===== config.mk =====
export PLATFORM = sky130hd
export DESIGN_NAME = addi_host_seq
export DESIGN_NICKNAME = d
export VERILOG_FILES = /design/src/rtl/addi_host_seq.sv
export SDC_FILE = /design/constraint.sdc
export NUM_CORES = 1
export LEC_CHECK = 0
export CAP_MARGIN = 20
export CORE_ASPECT_RATIO = 0.7
export CORE_MARGIN = 8
export CORE_UTILIZATION = 60
export DETAILED_ROUTE_END_ITERATION = 12
export DONT_BUFFER_PORTS = 1
export PLACE_DENSITY = 0.76
export SYNTH_ARGS = -nofsm -noshare
export SYNTH_HDL_FRONTEND = slang
export SYNTH_SLANG_ARGS = --single-unit

===== constraint.sdc =====
create_clock -name clk_i -period 4.42 [get_ports clk_i]
set_clock_uncertainty 0.15 [all_clocks]
set_input_delay 0.442 -clock clk_i [delete_from_list [all_inputs] [get_ports clk_i]]
set_output_delay 0.442 -clock clk_i [all_outputs]
set_load 0.005 [all_outputs]

===== src/rtl/addi_host_seq.sv =====
// Host-side sequencer for the 4-bit ADDI coprocessor: owns a 4x4 register file,
// issues ADDI with an immediate, serves the operand on the shared bus and writes back the result.
module addi_host_seq #(
    parameter int unsigned TIMEOUT = 15
) (
    input  logic       clk_i,
    input  logic       rst_i,
    input  logic       start_i,
    input  logic [3:0] imm_i,
    input  logic [1:0] src_i,
    input  logic [1:0] dst_i,
    input  logic       ld_en_i,
    input  logic [1:0] ld_addr_i,
    input  logic [3:0] ld_data_i,
    input  logic [1:0] rd_addr_i,
    output logic [3:0] rd_data_o,
    output logic       busy_o,
    output logic       res_valid_o,
    output logic       err_o,
    output logic       cflag_o,
    output logic [3:0] cp_opcode_o,
    output logic [3:0] cp_imm_o,
    input  logic [3:0] cp_bus_req_i,
    output logic [3:0] cp_bus_out_o,
    output logic       cp_bus_oe_o,
    input  logic [3:0] cp_bus_in_i,
    output logic       cp_oe_n_o,
    input  logic       cp_done_i,
    input  logic       cp_carry_i
);

    // state   | meaning
    // S_IDLE  | bus released, waiting for start
    // S_ISSUE | opcode=1, host drives operand until the coprocessor signals transfer
    // S_WAIT  | bus released, waiting for a rising cp_done
    typedef enum logic [1:0] {S_IDLE, S_ISSUE, S_WAIT} state_t;

    localparam logic [3:0] REQ_XFER = 4'b0001;
    localparam logic [3:0] OP_ADDI  = 4'd1;
    localparam logic [3:0] TMO      = 4'(TIMEOUT);

    state_t     state_q;
    logic [3:0] regs_q [4];
    logic [3:0] op_val_q;
    logic [3:0] imm_q;
    logic [1:0] dst_q;
    logic       done_q;
    logic [3:0] tcnt_q;
    logic       cflag_q;
    logic       res_valid_q;
    logic       err_q;
    logic       busy_q;
    logic [3:0] opcode_q;
    logic       bus_oe_q;
    logic       oe_n_q;

    always_ff @(posedge clk_i) begin
        if (rst_i) begin
            state_q     <= S_IDLE;
            for (int i = 0; i < 4; i++) regs_q[i] <= '0;
            op_val_q    <= '0;
            imm_q       <= '0;
            dst_q       <= '0;
            done_q      <= 1'b0;
            tcnt_q      <= '0;
            cflag_q     <= 1'b0;
            res_valid_q <= 1'b0;
            err_q       <= 1'b0;
            busy_q      <= 1'b0;
            opcode_q    <= '0;
            bus_oe_q    <= 1'b0;
            oe_n_q      <= 1'b1;
        end else begin
            done_q      <= cp_done_i;
            res_valid_q <= 1'b0;
            err_q       <= 1'b0;
            if (ld_en_i) regs_q[ld_addr_i] <= ld_data_i;

            case (state_q)
                S_IDLE: begin
                    if (start_i) begin
                        op_val_q <= regs_q[src_i];
                        imm_q    <= imm_i;
                        dst_q    <= dst_i;
                        tcnt_q   <= '0;
                        state_q  <= S_ISSUE;
                        busy_q   <= 1'b1;
                        opcode_q <= OP_ADDI;
                        bus_oe_q <= 1'b1;
                        oe_n_q   <= 1'b0;
                    end
                end
                S_ISSUE, S_WAIT: begin
                    // Writeback sits after the load above so it wins a same-register collision.
                    if (state_q == S_WAIT && cp_done_i && !done_q) begin
                        regs_q[dst_q] <= cp_bus_in_i;
                        cflag_q       <= cp_carry_i;
                        res_valid_q   <= 1'b1;
                        state_q       <= S_IDLE;
                        busy_q        <= 1'b0;
                        opcode_q      <= '0;
                        bus_oe_q      <= 1'b0;
                        oe_n_q        <= 1'b1;
                    end else if (tcnt_q == TMO) begin
                        err_q    <= 1'b1;
                        state_q  <= S_IDLE;
                        busy_q   <= 1'b0;
                        opcode_q <= '0;
                        bus_oe_q <= 1'b0;
                        oe_n_q   <= 1'b1;
                    end else begin
                        tcnt_q <= tcnt_q + 4'd1;
                        if (state_q == S_ISSUE && cp_bus_req_i == REQ_XFER) begin
                            state_q  <= S_WAIT;
                            bus_oe_q <= 1'b0;
                        end
                    end
                end
                default: begin
                    state_q  <= S_IDLE;
                    busy_q   <= 1'b0;
                    opcode_q <= '0;
                    bus_oe_q <= 1'b0;
                    oe_n_q   <= 1'b1;
                end
            endcase
        end
    end

    assign rd_data_o    = regs_q[rd_addr_i];
    assign busy_o       = busy_q;
    assign res_valid_o  = res_valid_q;
    assign err_o        = err_q;
    assign cflag_o      = cflag_q;
    assign cp_opcode_o  = opcode_q;
    assign cp_imm_o     = imm_q;
    assign cp_bus_out_o = op_val_q;
    assign cp_bus_oe_o  = bus_oe_q;
    assign cp_oe_n_o    = oe_n_q;

endmodule


# Word level (Yosys, flattened, before mapping)
# Memories as Yosys holds them, arrays and structs flattened. A register that Yosys moved wholly into a read port is not among the register bits.
# Index checks and enable logic that the tools add are counted.
word_totals:
  reg_bits: 23
  latch_bits: 0
  ramBits: 16
  mem_bits_ro: 0
  in_bits: 30
  output_inout_bits: 22
  word_cells: 80
  memories: 1
memory_table:
  columns: ["name", "depth", "width", "rd", "rd_ports_with_merged_regs", "wr", "line", "rtl"]
  rows:
  - ["regs_q", 4, 4, 2, 1, 4, "43", "logic [3:0] regs_q [4];"]
op_classes:
  n_addsub: 1
  n_mul: 0
  div: 0
  order_cmp: 0
  eq_ne: 9
  n_shift: 0
  mux: 41
  bitwise_logic: 1
  n_reduce_logical: 15
op_table:
  columns: ["op", "count"]
  rows:
  - ["two-way mux 4 bit", 8]
  - ["two-way mux 1 bit", 21]
  - ["one-hot mux 4 bit (2 select lines)", 2]
  - ["two-way mux 2 bit", 6]
  - ["AND reduction 2 bit", 4]
  - ["OR reduction 4 bit", 2]
  - ["!= test 2 bit (second input constant)", 3]
  - ["one-hot mux 1 bit (2 select lines)", 3]
  - ["adder 4 x 1 -> 4 bit (second input constant)", 1]
  - ["equality test 4 x 1 -> 1 bit (second input constant)", 1]
  - ["equality test 4 bit (second input constant)", 1]
  - ["!= test 4 bit (second input constant)", 1]
  - ["one-hot mux 2 bit (2 select lines)", 1]
  - ["AND reduction 4 bit", 1]
  - ["logical AND 1 bit", 3]
  - ["!= test 3 bit (second input constant)", 1]
  - ["OR reduction 3 bit", 1]
  - ["equality test 2 x 1 -> 1 bit (second input constant)", 1]
  - ["equality test 2 bit (second input constant)", 1]
  - ["zero test 2 bit", 1]
  - ["nonzero test 2 bit", 1]
  - ["OR reduction 2 bit", 1]
  - ["zero test 1 bit", 1]
  - ["NOT 1 bit", 1]

# Depth between registers and ports, before layout
# Gate-level depths: netlist (run 1).
depth:
  ltp_word: 9
  mapped_depth: 8

# Worst setup path before layout (run 1)
# No wires, ideal clock.
synth_path:
  kind: "reg-to-reg"
  from: "register state_q[0]"
  to: "memory regs_q[1][0], enable pin"
  setup_ns: 0.273
  arrival_ns: 1.762
  required_ns: 3.997
  setup_slack_ns: 2.236
  stages_incl_launch_ff: 7
  path_cell_list: "dfxtp_1 > inv_1 > ha_1 > nor2b_1 > and4_1 > clkbuf_1 > or3_1"
synth_lines:
  columns: ["item", "line", "rtl"]
  rows:
  - ["from (decl)", "42", "state_t state_q;"]
  - ["from (signal assigned)", "59", "state_q <= S_IDLE;"]
  - ["from (signal assigned)", "86", "state_q <= S_ISSUE;"]
  - ["from (signal assigned)", "99", "state_q <= S_IDLE;"]
  - ["to (decl)", "43", null]

==> results of run 1 <==
through the flow:
| stage | instances | util | hold WS [ns] | total power, W |
|---|---|---|---|---|
| global placement | 240 | 0.632 | 0.315 | 0.000729 |
| detailed placement | 240 | 0.632 | 0.315 | 0.000742 |
| floorplan | 213 | - | 0.299 | 0.000693 |
| finish | 248 | 0.661 | 0.0565 | 0.000991 |
| CTS | 248 | 0.661 | 0.0530 | 0.000991 |
| global route | 248 | 0.661 | 0.0439 | 0.00105 |
layout make-up:
type	instances	share of cell area
Multi-Input combinational cell	155	0.477
Sequential cell	38	0.439
Clock buffer	6	0.0394
Tap cell	38	0.0227
Inverter	9	0.0161
Clock inverter	2	0.00537
registers in the layout, summed over array words and instances, names as in the netlist, 2 cells and up:
register	flops
cp_bus_out_o	4
regs_q	16
tcnt_q	4
cp_imm_o	4
dst_q	2
state_q	2
worst max path at each step:
stage,from,to,slack [ns],cells past startpoint
finish,state_q[0]$_SDFFE_PP0P_,regs_q[2][3]$_DFFE_PP_,1.98,5
global route,state_q[0]$_SDFFE_PP0P_,regs_q[2][3]$_DFFE_PP_,1.76,5
CTS,state_q[0]$_SDFFE_PP0P_,regs_q[2][3]$_DFFE_PP_,1.98,5
detailed placement,state_q[0]$_SDFFE_PP0P_,regs_q[2][0]$_DFFE_PP_,2.03,5
global placement,state_q[0]$_SDFFE_PP0P_,regs_q[2][0]$_DFFE_PP_,2.14,5
floorplan,state_q[0]$_SDFFE_PP0P_,regs_q[1][0]$_DFFE_PP_,2.24,6
Yosys cell counts, drive strengths merged (2+ instances only):
master and instances:
edfxtp 16, nand4 2, a21oi 19, a31oi 5
nand2 47, nor4 3, dfxtp 22, nor2 5
nand2b 2, nor2b 4, mux4 8, ha 5
nor3b 3, o21ai 22, buf 7, or3 3
nand3 8, clkbuf 4, nor3 2, or4 2
inv 9, and2 2
power by group:
group	leakage [nW]	switching, W	internal, W	total (W)
clock network	0.0515	0.000123	0.000126	0.000248
logic	0.356	0.000171	0.000107	0.000278
registers	0.347	0.0000478	0.000416	0.000464
cell families (layout without fill, tap and decap cells):
group | count (synthesis) | count (layout)
compound gates | 49 | 49
other cells | 1 | 3
buf+inv | 20 | 17
simple gates | 90 | 90
mux | 8 | 8
flops | 38 | 38
fa+ha+maj | 5 | 5
critical path, cell delays in order, from the launching register on:
cell and delay, ns:
dfxtp_1 0.44, inv_1 0.12, ha_1 0.45, nand2b_1 0.25, nor4_4 0.46, or3_1 0.27
cell usage in the layout (no fill, tap or decap), types with 5 or more instances in the layout:
cell,n
a21oi_1,19
a31oi_1,5
clkbuf_8,6
dfxtp_1,22
edfxtp_1,16
ha_1,5
inv_1,9
mux4_2,8
nand2_1,47
nand3_1,8
nor2_1,5
o21ai_1,19
metal layers:
layer | vias to the layer above | global-route usage
met5 | - | 0
met4 | 0 | 0.0662
met3 | 12 | 0.101
met2 | 92 | 0.250
met1 | 731 | 0.224
li1 | 749 | -
==> run metrics, run 1 <==
initial core utilization=0.633; Yosys reg bits=38; number of diodes=0; final worst slack=1.98 ns; Synth area leader=edfxtp_1; Die W=85.1 um; die area=5480 um2; dpl ws=2.03 ns; cell count after synthesis=211; post_cts resized=0; worst hold path endpoint=state_q[0]$_SDFFE_PP0P_; max cap viols=0; layout cells sized above 1=0.105; metal3 WL=746 um; I/O pin cnt=52; Die Y=64.4 um; Layout area overhead=4.43%; hold_sp=rst_i; Arr. time, crit path=2.28 ns; cell area after layout=2100 um2; initial antenna violation count=0; top routing layer in use=met4; vias in the first global route=1536; filler instances=255; H-tree depth=2; Final TNS setup=0 ns; GRT overflow=0; Synth cell types=38; DRC Markers=0; first-pass iteration count of the detailed router=5; DP HPWL=3.67 mm; CTS sink count=38; Met1 Wirelength=2.03 mm; Synth Area in Compound Gates=0.131; sequential share of the synthesized area=0.459; mapped cell area=2010 um2; Global Route Usage Sum=0.179; CP Max Fanout=9; multi-input logic area=1000 um2; Worst setup EP type=register; via count=1584; DR WL met2=1.92 mm; final slew viol count=0; syn avg cell area=9.51 um2; VDD IR max=0.347 mV; Worst Hold Path Cells=1; post-CTS setup repair buffer count=0; # rows=17; largest net degree at the start of global routing=28; Core Box Area=3170 um2; placed cell areas=2000 um2; routed wire length=4.76 mm; Post-synth ARST share=0; Iteration-0 DRC Markers=122; Final Hold Fails=0; worst r2r dst=regs_q[2][3]$_DFFE_PP_; Synth Warn #=0; Leak=0.754 nW; Post-synth EDFFs=16; fin nets=244; R2R depth=5; Adder-Cell Fraction of Synth Area=0.0312; fmax=0.410 GHz; Slew HR=0.558; post-synth top area share=0.239; mux contribution to synthesized area=0.0898; Period Utilization, post-route=0.552; xor/xnor share of the synthesized area=0; unrepaired setup endpoints after global routing=false; CTS Buf Count=5; largest family of logic cells by synthesized area=simple AND/OR/NAND/NOR gates; measured slew at the worst slew-check pin=0.662 ns; IO Port Bufs=0; Area contributors post-synth=edfxtp_1 (24%), dfxtp_1 (22%), mux4_2 (9.0%), nand2_1 (8.8%), a21oi_1 (4.7%); Synth Flop Type=dfxtp_1; clock edge transition at the registers on the reported setup and hold paths=0.08 ns; RePlAce Congestion=0.881; clk root buf=clkbuf_8; CP Launch Type=register; CTS tree=built; status=completed; CTS Hold Bufs=0; CTS max path bufs=2; Final Setup Violations=0; reg2reg start=state_q[0]$_SDFFE_PP0P_; FF/Latch Area=921 um2; first-pass GRT wire length=7.62 mm; Worst-Skew Late Latency=0.29 ns; post-route ant nets=0; simple-gate share of the synthesized area=0.241; Hold WC Path Type=input pin to register; Via density=6.39; Worst R2R Setup Slack=1.98 ns; CP Class=register to register; routed len/inst=19.2 um; Pwr Density=473 nW/um2; min Tclk post-route=2.44 ns; critical path required time=4.26 ns
Note: power is estimated with default switching activity, not from simulation.
==> inputs of run 2 (changes only) <==
--- a/config.mk
+++ b/config.mk
@@ -8,10 +8,10 @@
 export CAP_MARGIN = 20
 export CORE_ASPECT_RATIO = 0.7
 export CORE_MARGIN = 8
-export CORE_UTILIZATION = 60
+export CORE_UTILIZATION = 56
 export DETAILED_ROUTE_END_ITERATION = 12
 export DONT_BUFFER_PORTS = 1
-export PLACE_DENSITY = 0.76
+export PLACE_DENSITY = 0.74
 export SYNTH_ARGS = -nofsm -noshare
 export SYNTH_HDL_FRONTEND = slang
 export SYNTH_SLANG_ARGS = --single-unit
==> constraint.sdc (replaced) <==
create_clock -name clk_i -period 2.2 [get_ports clk_i]
set_clock_uncertainty 0.15 [all_clocks]
set_input_delay 0.22 -clock clk_i [delete_from_list [all_inputs] [get_ports clk_i]]
set_output_delay 0.22 -clock clk_i [all_outputs]
set_load 0.005 [all_outputs]
==> run metrics, run 2 (synthesized netlist as in run 1, its figures left out) <==
worst path bufs/invs=1; min Tclk post-route=1.98 ns; via count=1676; CTS sink count=38; # rows=18; CP Max Fanout=5; CTS Buf Count=5; max cap viols=0; unrepaired setup endpoints after global routing=false; Top reg by flops=regs_q; fin nets=264; Hold WC Path Type=input pin to register; initial core utilization=0.579; Worst setup EP type=register; layout cells sized above 1=0.126; Final Setup Violations=0; vias in the first global route=1648; Util after Layout=0.671; Final Hold Fails=0; Worst-Skew Late Latency=0.29 ns; GRT overflow=0; I/O pin cnt=52; commonest non-fill, non-tap cells in the layout=nand2_1 (47), dfxtp_1 (22), o21ai_1 (19), a21oi_1 (19), edfxtp_1 (16); H-tree depth=2; clk root buf=clkbuf_8; first-pass iteration count of the detailed router=4; RePlAce Congestion=0.885; Layout area overhead=16.0%; Iteration-0 DRC Markers=99; Die Y=66.1 um; post-route ant nets=0; IO Port Bufs=0; die area=5790 um2; Die W=87.6 um; P_sw=0.000726 W; DRC Markers=0; Via density=5.99; number of diodes=0; Core Box Area=3470 um2; Period Utilization, post-route=0.899; CP Launch Type=register; status=completed; Worst path slowest cell=or3_1; critical path required time=2.08 ns; fmax=0.506 GHz; Pwr Density=943 nW/um2; CTS max path bufs=2; max FFs per register=16; FF/Latch Area=921 um2; commonest non-fill, non-tap cell in the layout=nand2_1; Logic pwr share=0.293; DP HPWL=3.91 mm; Leak=0.857 nW; initial antenna violation count=0; Slowest Stage Delay on Critical Path=0.44 ns; CTS Hold Bufs=13; CP Class=register to register; routed len/inst=18.6 um; Global Route Usage Sum=0.184; multi-input logic area=1000 um2; Final TNS setup=0 ns; cell family with most CP delay=simple AND/OR/NAND/NOR gates; CTS tree=built; final slew viol count=0; Cell Int Power=0.00147 W; VDD IR max=0.699 mV; routed wire length=5.22 mm; Seq pwr share=0.421; worst-path cell chain=inv_1 -> ha_1 -> nand2b_1 -> nor4_4 -> or3_1; first-pass GRT wire length=8.17 mm; clock power share=0.285; Arr. time, crit path=1.86 ns; filler instances=278; largest net degree at the start of global routing=20; Slew HR=0.489; post_cts resized=0; post-CTS setup repair buffer count=0; switch share=0.331; clock edge transition at the registers on the reported setup and hold paths=0.08 ns; measured slew at the worst slew-check pin=0.764 ns
## run 2: cell count changes in the layout (fill, tap and decap cells not counted)
cell	change
buf_4	+7
dlygate4sd3_1	+13
clkinv_2	-1
clkbuf_8	-1
inv_4	-1
clkinv_4	+1
clkbuf_16	+2
## run 2: cell type report
class	count	share of cell area
clock inverter	1	0.00376
inverter	9	0.0145
sequential	38	0.396
tap	50	0.0269
timing repair buffer	20	0.0785
multi-input combinational	155	0.430
clock buffer	7	0.0511
## run 2: power by group through the flow
| stage | clock, W | sequential, W | combinational, W |
|---|---|---|---|
| final | 0.000626 | 0.000925 | 0.000644 |
| after global routing | 0.000667 | 0.000940 | 0.000716 |
| after CTS | 0.000635 | 0.000927 | 0.000638 |
| after detailed placement | 0 | 0.000943 | 0.000610 |
| after global placement | 0 | 0.000934 | 0.000589 |
| after floorplan | 0 | 0.000915 | 0.000477 |
## run 2: metrics by stage
stage / instances / hold slack, ns / setup WS [ns] / cell area, um2 / total power [W]
6_report: 280 / 0.00489 / 0.223 / 2330 / 0.00219
5_1_grt: 280 / 0.00814 / 0.0608 / 2330 / 0.00232
2_1_floorplan: 213 / 0.198 / 0.0156 / 2010 / 0.00139
3_5_place_dp: 259 / 0.146 / 0.260 / 2070 / 0.00155
3_3_place_gp: 259 / 0.145 / 0.310 / 2070 / 0.00152
4_1_cts: 280 / 0.000198 / 0.237 / 2330 / 0.00220
## run 2: final timing paths
kind | from | cells past startpoint | endpoint | slack, ns
worst min register to register | cp_oe_n_o$_SDFFE_PP1P_ | 2 | cp_oe_n_o$_SDFFE_PP1P_ | 0.33
worst max-delay path | state_q[1]$_SDFFE_PP0P_ | 5 | regs_q[2][1]$_DFFE_PP_ | 0.22
worst min-delay path | ld_data_i[2] | 2 | regs_q[3][2]$_DFFE_PP_ | 0.005
worst max register to register | state_q[1]$_SDFFE_PP0P_ | 5 | regs_q[2][1]$_DFFE_PP_ | 0.22
## run 2: per-layer routing
| metal | up-vias | global-route usage | wire length, um |
|---|---|---|---|
| met2 | 111 | 0.277 | 2260 |
| met4 | 0 | 0.0533 | 45 |
| met5 | - | 0 | 0 |
| met1 | 773 | 0.231 | 2180 |
| li1 | 786 | - | - |
| met3 | 6 | 0.0856 | 740 |
## run 2: worst reg2reg max path, delay by kind of cell, from the launching register on
kind	cells	cell delay, ns
simple gates	3	0.78
flops	1	0.37
fa+ha+maj	1	0.31
buf+inv	1	0.09
==> inputs of run 3 (changes only) <==
--- a/config.mk
+++ b/config.mk
@@ -5,6 +5,7 @@
 export SDC_FILE = /design/constraint.sdc
 export NUM_CORES = 1
 export LEC_CHECK = 0
+export ABC_AREA = 0
 export CAP_MARGIN = 20
 export CORE_ASPECT_RATIO = 0.7
 export CORE_MARGIN = 8
==> results of run 3 <==
Final layout, timing and power as in run 2 (identical DEF).
